### src/rtl/spi_slave_device_if.sv
// SPI slave bus plus TX/RX word handshakes for spi_slave_device.
// Ports: SCK/CSbar/MOSI/MISO/MISO_OE pins, TX holding handshake, RX word and status pulses.
interface spi_slave_device_if #(
  parameter int unsigned DBITS = 16
);
  logic             SCK;
  logic             CSbar;
  logic             MOSI;
  logic             MISO;
  logic             MISO_OE;
  logic [DBITS-1:0] TX_DATA;
  logic             TX_VALID;
  logic             TX_READY;
  logic [DBITS-1:0] RX_DATA;
  logic             RX_VALID;
  logic             UNDERRUN;
  logic             ABORT;

  modport slave (
    input  SCK, CSbar, MOSI, TX_DATA, TX_VALID,
    output MISO, MISO_OE, TX_READY,
    output RX_DATA, RX_VALID, UNDERRUN, ABORT
  );

  modport master (
    output SCK, CSbar, MOSI, TX_DATA, TX_VALID,
    input  MISO, MISO_OE, TX_READY,
    input  RX_DATA, RX_VALID, UNDERRUN, ABORT
  );
endinterface

### src/rtl/spi_slave_device.sv
// Oversampled SPI mode-0 slave: SYS_CLK domain only, TX holding reg, RX word out.
// Ports: SYS_CLK, RESETbar (async low), bus (spi_slave_device_if.slave).
module spi_slave_device #(
  parameter int unsigned      DBITS       = 16,
  parameter int unsigned      SYNC_STAGES = 2,
  parameter logic [DBITS-1:0] IDLE_WORD   = '0
) (
  input  logic               SYS_CLK,
  input  logic               RESETbar,
  spi_slave_device_if.slave  bus
);

  localparam int unsigned    CW   = $clog2(DBITS + 1);
  localparam logic [CW-1:0]  FULL = CW'(DBITS);
  localparam logic           IMSB = IDLE_WORD[DBITS-1];

  typedef enum logic {
    IDLE,
    ACTIVE
  } state_t;

  // One extra flop past the synchroniser gives the edge reference.
  logic [SYNC_STAGES:0]   sck_q;
  logic [SYNC_STAGES:0]   cs_q;
  logic [SYNC_STAGES-1:0] mosi_q;

  always_ff @(posedge SYS_CLK or negedge RESETbar) begin
    if (!RESETbar) begin
      sck_q  <= '0;
      cs_q   <= '1;
      mosi_q <= '0;
    end else begin
      sck_q  <= {sck_q[SYNC_STAGES-1:0], bus.SCK};
      cs_q   <= {cs_q[SYNC_STAGES-1:0], bus.CSbar};
      mosi_q <= {mosi_q[SYNC_STAGES-2:0], bus.MOSI};
    end
  end

  logic sck_rise, sck_fall, cs_fall, cs_rise, mosi_s;

  assign sck_rise = sck_q[SYNC_STAGES-1] & ~sck_q[SYNC_STAGES];
  assign sck_fall = ~sck_q[SYNC_STAGES-1] & sck_q[SYNC_STAGES];
  assign cs_fall  = ~cs_q[SYNC_STAGES-1] & cs_q[SYNC_STAGES];
  assign cs_rise  = cs_q[SYNC_STAGES-1] & ~cs_q[SYNC_STAGES];
  assign mosi_s   = mosi_q[SYNC_STAGES-1];

  state_t           state_q;
  logic [CW-1:0]    bit_cnt_q;
  logic [DBITS-1:0] shift_rx_q;
  logic [DBITS-1:0] shift_tx_q;
  logic [DBITS-1:0] hold_q;
  logic             hold_full_q;
  logic [DBITS-1:0] rx_data_q;
  logic             rx_valid_q;
  logic             underrun_q;
  logic             abort_q;
  logic             miso_q;
  logic             oe_q;

  logic word_done;
  logic tx_load;

  assign word_done = (state_q == ACTIVE) && (bit_cnt_q == FULL);

  // Load at frame start and at each word boundary still inside the frame.
  always_comb begin
    tx_load = 1'b0;
    unique case (1'b1)
      state_q == IDLE:   tx_load = cs_fall;
      state_q == ACTIVE: tx_load = word_done & ~cs_rise;
      default:           tx_load = 1'b0;
    endcase
  end

  always_ff @(posedge SYS_CLK or negedge RESETbar) begin
    if (!RESETbar) begin
      state_q     <= IDLE;
      bit_cnt_q   <= '0;
      shift_rx_q  <= '0;
      shift_tx_q  <= '0;
      hold_q      <= '0;
      hold_full_q <= 1'b0;
      rx_data_q   <= '0;
      rx_valid_q  <= 1'b0;
      underrun_q  <= 1'b0;
      abort_q     <= 1'b0;
      miso_q      <= 1'b0;
      oe_q        <= 1'b0;
    end else begin
      rx_valid_q <= 1'b0;
      underrun_q <= 1'b0;
      abort_q    <= 1'b0;

      if (tx_load) begin
        if (hold_full_q) begin
          shift_tx_q  <= hold_q;
          miso_q      <= hold_q[DBITS-1];
          hold_full_q <= 1'b0;
        end else begin
          shift_tx_q <= IDLE_WORD;
          miso_q     <= IMSB;
          underrun_q <= 1'b1;
        end
      end

      // Only accepted while empty, so never races the load above.
      if (bus.TX_VALID && !hold_full_q) begin
        hold_q      <= bus.TX_DATA;
        hold_full_q <= 1'b1;
      end

      unique case (state_q)
        IDLE: begin
          if (cs_fall) begin
            state_q   <= ACTIVE;
            bit_cnt_q <= '0;
            oe_q      <= 1'b1;
          end
        end
        ACTIVE: begin
          if (word_done) begin
            rx_data_q  <= shift_rx_q;
            rx_valid_q <= 1'b1;
            bit_cnt_q  <= '0;
          end
          if (cs_rise) begin
            state_q <= IDLE;
            oe_q    <= 1'b0;
            miso_q  <= 1'b0;
            if (bit_cnt_q != '0 && !word_done)
              abort_q <= 1'b1;
          end else if (word_done) begin
            // TX reload handled above.
          end else if (sck_rise) begin
            shift_rx_q <= {shift_rx_q[DBITS-2:0], mosi_s};
            bit_cnt_q  <= bit_cnt_q + 1'b1;
          end else if (sck_fall && bit_cnt_q != '0) begin
            shift_tx_q <= shift_tx_q << 1;
            miso_q     <= shift_tx_q[DBITS-2];
          end
        end
        default: state_q <= IDLE;
      endcase
    end
  end

  assign bus.MISO     = miso_q;
  assign bus.MISO_OE  = oe_q;
  assign bus.TX_READY = ~hold_full_q;
  assign bus.RX_DATA  = rx_data_q;
  assign bus.RX_VALID = rx_valid_q;
  assign bus.UNDERRUN = underrun_q;
  assign bus.ABORT    = abort_q;

endmodule

### src/flat_wrapper.sv
// flat-port wrapper written by rule: the top's interface ports become plain ports
module spi_slave_device_flat 
#(
  parameter int unsigned      DBITS       = 16,
  parameter int unsigned      SYNC_STAGES = 2,
  parameter logic [DBITS-1:0] IDLE_WORD   = '0
)
  (SYS_CLK, RESETbar, bus_SCK, bus_CSbar, bus_MOSI, bus_TX_DATA, bus_TX_VALID, bus_MISO, bus_MISO_OE, bus_TX_READY, bus_RX_DATA, bus_RX_VALID, bus_UNDERRUN, bus_ABORT);
  spi_slave_device_if #(.DBITS(DBITS)) bus_i ();
  input  logic SYS_CLK;
  input  logic RESETbar;
  input wire logic [$bits(bus_i.SCK)-1:0] bus_SCK;
  input wire logic [$bits(bus_i.CSbar)-1:0] bus_CSbar;
  input wire logic [$bits(bus_i.MOSI)-1:0] bus_MOSI;
  input wire logic [$bits(bus_i.TX_DATA)-1:0] bus_TX_DATA;
  input wire logic [$bits(bus_i.TX_VALID)-1:0] bus_TX_VALID;
  output wire logic [$bits(bus_i.MISO)-1:0] bus_MISO;
  output wire logic [$bits(bus_i.MISO_OE)-1:0] bus_MISO_OE;
  output wire logic [$bits(bus_i.TX_READY)-1:0] bus_TX_READY;
  output wire logic [$bits(bus_i.RX_DATA)-1:0] bus_RX_DATA;
  output wire logic [$bits(bus_i.RX_VALID)-1:0] bus_RX_VALID;
  output wire logic [$bits(bus_i.UNDERRUN)-1:0] bus_UNDERRUN;
  output wire logic [$bits(bus_i.ABORT)-1:0] bus_ABORT;
  assign bus_i.SCK = bus_SCK;
  assign bus_i.CSbar = bus_CSbar;
  assign bus_i.MOSI = bus_MOSI;
  assign bus_i.TX_DATA = bus_TX_DATA;
  assign bus_i.TX_VALID = bus_TX_VALID;
  assign bus_MISO = bus_i.MISO;
  assign bus_MISO_OE = bus_i.MISO_OE;
  assign bus_TX_READY = bus_i.TX_READY;
  assign bus_RX_DATA = bus_i.RX_DATA;
  assign bus_RX_VALID = bus_i.RX_VALID;
  assign bus_UNDERRUN = bus_i.UNDERRUN;
  assign bus_ABORT = bus_i.ABORT;
  spi_slave_device #(.DBITS(DBITS), .SYNC_STAGES(SYNC_STAGES), .IDLE_WORD(IDLE_WORD)) u_core (.SYS_CLK(SYS_CLK), .RESETbar(RESETbar), .bus(bus_i));
endmodule
### config.mk
export PLATFORM = sky130hd
export DESIGN_NAME = spi_slave_device_flat
export DESIGN_NICKNAME = d
export VERILOG_FILES = /design/src/rtl/spi_slave_device_if.sv /design/src/rtl/spi_slave_device.sv /design/src/flat_wrapper.sv
export SDC_FILE = /design/constraint.sdc
export NUM_CORES = 1
export LEC_CHECK = 0
export ABC_AREA = 1
export ABC_CLOCK_PERIOD_IN_PS = 4260
export CORE_MARGIN = 2
export CORE_UTILIZATION = 59
export CTS_CLUSTER_DIAMETER = 200
export DETAILED_ROUTE_END_ITERATION = 12
export PLACE_DENSITY_LB_ADDON = 0.25
export SYNTH_ARGS = -nofsm -noshare
export SYNTH_HDL_FRONTEND = slang
export SYNTH_SLANG_ARGS = --single-unit
### constraint.sdc
create_clock -name SYS_CLK -period 4.26 [get_ports SYS_CLK]
set_input_delay 1.065 -clock SYS_CLK [delete_from_list [all_inputs] [get_ports SYS_CLK]]
set_output_delay 1.065 -clock SYS_CLK [all_outputs]
set_load 0.1 [all_outputs]
==> impl_metrics.json <==
{
  "grt-ovfl-total": 0,
  "fin_tns_setup_ps": 0,
  "hold_viol": 0,
  "cts-root-buf": "clkbuf_8",
  "worstMarginPinSlew_ps": 992,
  "area_growth_pct": 18.4,
  "drcViolationCount": 0,
  "routedWlPerCell_um": 13.7,
  "grt_setup_unrepaired": "no",
  "via_per_inst": 5.54,
  "async_flop_share_pct": 100,
  "synth_area_mm2": 0.00360,
  "ctsHoldBuffers": 0,
  "critPathMaxFanout": 19,
  "clkLatencyLatePin_ps": 360,
  "route.vias.total": 2803,
  "drt_iter0_drc": 219,
  "p_per_area_mw_per_mm2": 543,
  "required_ps": 3190,
  "relSlewSlack_pct": 33.9,
  "die_x_um": 82.1,
  "die-area_mm2": 0.00674,
  "yosys_warnings": 0,
  "slew_viol_final": 0,
  "startpoint_type": "flop",
  "synth_edf_count": 0,
  "drt_wl_total_mm": 6.93,
  "path_cells": "inv_1, clkdlybuf4s50_1",
  "postRouteAntennaNets": 0,
  "synthCells": 390,
  "drv_cap": 0,
  "post_cts_buffers": 0,
  "cts_buffers": 9,
  "cpMaxStageDelayCell": "clkdlybuf4s50_1",
  "finalCritPeriodShare_pct": 78.1,
  "slowest_delay_ps": 1150,
  "final-setup-viol-count": 0,
  "leakage_uw": 0.00217,
  "rows": 28,
  "timing.hold.ws_ps": 354,
  "final_layout_size_suffix_gt1_share_pct": 10.2,
  "grt_first_pass_wirelength_mm": 12.0,
  "grt_max_degree": 84,
  "clk_pin_slew_worst_paths_ps": 80,
  "antenna_cells": 0,
  "synth-seq-cells": 83,
  "syn_area_per_cell_um2": 9.23,
  "dpl.hpwl_mm": 4.37,
  "yosys.cell_types.count": 24,
  "synth_top_family_by_area": "simple AND/OR/NAND/NOR gates",
  "cts_max_level": 3,
  "arrival_ps": 2260,
  "io_pins": 44,
  "post_cts_resized": 0,
  "crit_path_end_kind": "output port",
  "nNetsFinal": 450,
  "grt_pass1_vias": 2620,
  "die_h_um": 82.1,
  "clock-sinks": 83,
  "synth_compound_area_share_pct": 3.41,
  "hp-class": "reg2reg",
  "finalPower_uw": 2310,
  "ys_seq_area_share_pct": 57.8,
  "skew_ps": 5.49,
  "synthesis.nets": 414,
  "synthXorXnorAreaFrac_pct": 0,
  "synth_top_flop_cell": "dfrtp_1",
  "cts_max_path_buffers": 2,
  "synth_mux_area_share_pct": 5.01,
  "initial_utilization_pct": 60.8,
  "ir_worst_vdd_mv": 0.462,
  "synthAdderAreaFrac_pct": 0.695,
  "run_status": "completed",
  "io_buffer_count": 43,
  "setup.worst_path.class": "reg2out",
  "firstDrtPassIters": 5,
  "cts_tree": "built",
  "max_freq_ghz": 0.300,
  "coreArea_mm2": 0.00592,
  "place.gp.congestion": 0.750,
  "antenna_found_initial": 0,
  "layout_min_cycle_time_ps": 3330,
  "synth-simple-area-share_pct": 26.9,
  "grt_usage_pct": 23.4
}
-- layout by cell type, fill, tap and decap left out, types with 2 or more instances in the layout --
cell,n
nor2_2,2
inv_1,27
o21ai_0,20
a21oi_1,3
buf_4,3
dfrtp_1,80
ha_1,2
nand2_1,131
nand4_1,16
bufinv_16,3
clkdlybuf4s50_1,42
clkinv_2,2
nor2_1,8
nand3_1,54
mux2_2,16
dfstp_2,3
clkbuf_8,10
-- logic make-up (layout without fill, tap and decap cells) --
| group | after synthesis | count (layout) |
|---|---|---|
| and+or+nand+nor | 217 | 217 |
| DFF | 83 | 83 |
| buffers and inverters | 48 | 89 |
| AOI/OAI and AO/OA | 24 | 24 |
| muxes | 16 | 16 |
| adders and majority gates | 2 | 2 |
-- routing by layer --
| layer | track usage, % | wire (µm) | vias up |
|---|---|---|---|
| met5 | 0 | 0 | - |
| li1 | - | - | 1343 |
| met2 | 35.8 | 3420 | 63 |
| met1 | 33.0 | 3120 | 1385 |
| met4 | 8.17 | 104 | 0 |
| met3 | 5.54 | 288 | 12 |
-- critical path, delay by kind of cell, from the launching register on --
family   cells  cell delay (ps)
buf+inv      2             1320
flops        1              590
-- where the power goes --
group	internal [µW]	switching [µW]	total [µW]
registers	971	127	1100
logic	205	330	535
clock network	404	275	679
-- through the flow --
step	std cells	worst slack [ps]	cell area (µm²)	util, %
after global placement	490	1370	4020	67.9
after global routing	506	810	4260	72.0
after CTS	506	928	4260	72.0
final	506	932	4260	72.0
after floorplan	390	2090	3600	-
after detailed placement	490	1310	4020	67.9
-- flip-flops by register name, summed over array words and instances, names as in the netlist --
signal	count
u_core.bus.MISO	1
u_core.shift_tx_q	15
u_core.state_q	1
u_core.bus.ABORT	1
u_core.hold_full_q	1
u_core.bus.UNDERRUN	1
u_core.hold_q	16
u_core.cs_q	3
u_core.bus.MISO_OE	1
u_core.shift_rx_q	16
u_core.bus.RX_VALID	1
u_core.bus.RX_DATA	16
u_core.mosi_q	2
u_core.bit_cnt_q	5
u_core.sck_q	3
-- Yosys cell counts (3+ instances only) --
library cell	n	area, µm²
clkbuf_1	6	22.5
dfstp_2	3	78.8
nand4_1	16	100
inv_1	27	101
buf_4	5	37.5
dfrtp_1	80	2000
nand2_1	131	492
a21oi_1	3	15.0
nand3_1	54	270
buf_2	7	35.0
o21ai_0	20	100
nor2_1	8	30.0
mux2_2	16	180
-- layout make-up --
| cell class | count | area (µm²) |
|---|---|---|
| sequential | 83 | 2080 |
| fill | 438 | 1660 |
| multi-input combinational | 259 | 1300 |
| timing repair buffer | 45 | 443 |
| clock buffer | 11 | 141 |
| inverter | 28 | 105 |
| clock inverter | 5 | 100 |
| tap | 75 | 93.8 |
-- final timing paths --
check                                                startpoint                                  to  slack, ps  cells past startpoint
worst max-delay path             u_core.hold_full_q$_DFFE_PN0P_                        bus_TX_READY        930                      2
max in group asynchronous                              RESETbar           u_core.sck_q[2]$_DFF_PN0_       2760                      1
worst min register to register       u_core.mosi_q[0]$_DFF_PN0_          u_core.mosi_q[1]$_DFF_PN0_        350                      0
worst max register to register  u_core.bit_cnt_q[0]$_DFFE_PN0P_    u_core.shift_rx_q[7]$_DFFE_PN0P_       1800                      8
min in group asynchronous                              RESETbar  u_core.bus.RX_DATA[12]$_DFFE_PN0P_        870                      1
worst min-delay path                 u_core.mosi_q[0]$_DFF_PN0_          u_core.mosi_q[1]$_DFF_PN0_        350                      0
Power figures use the tool's default switching activity.
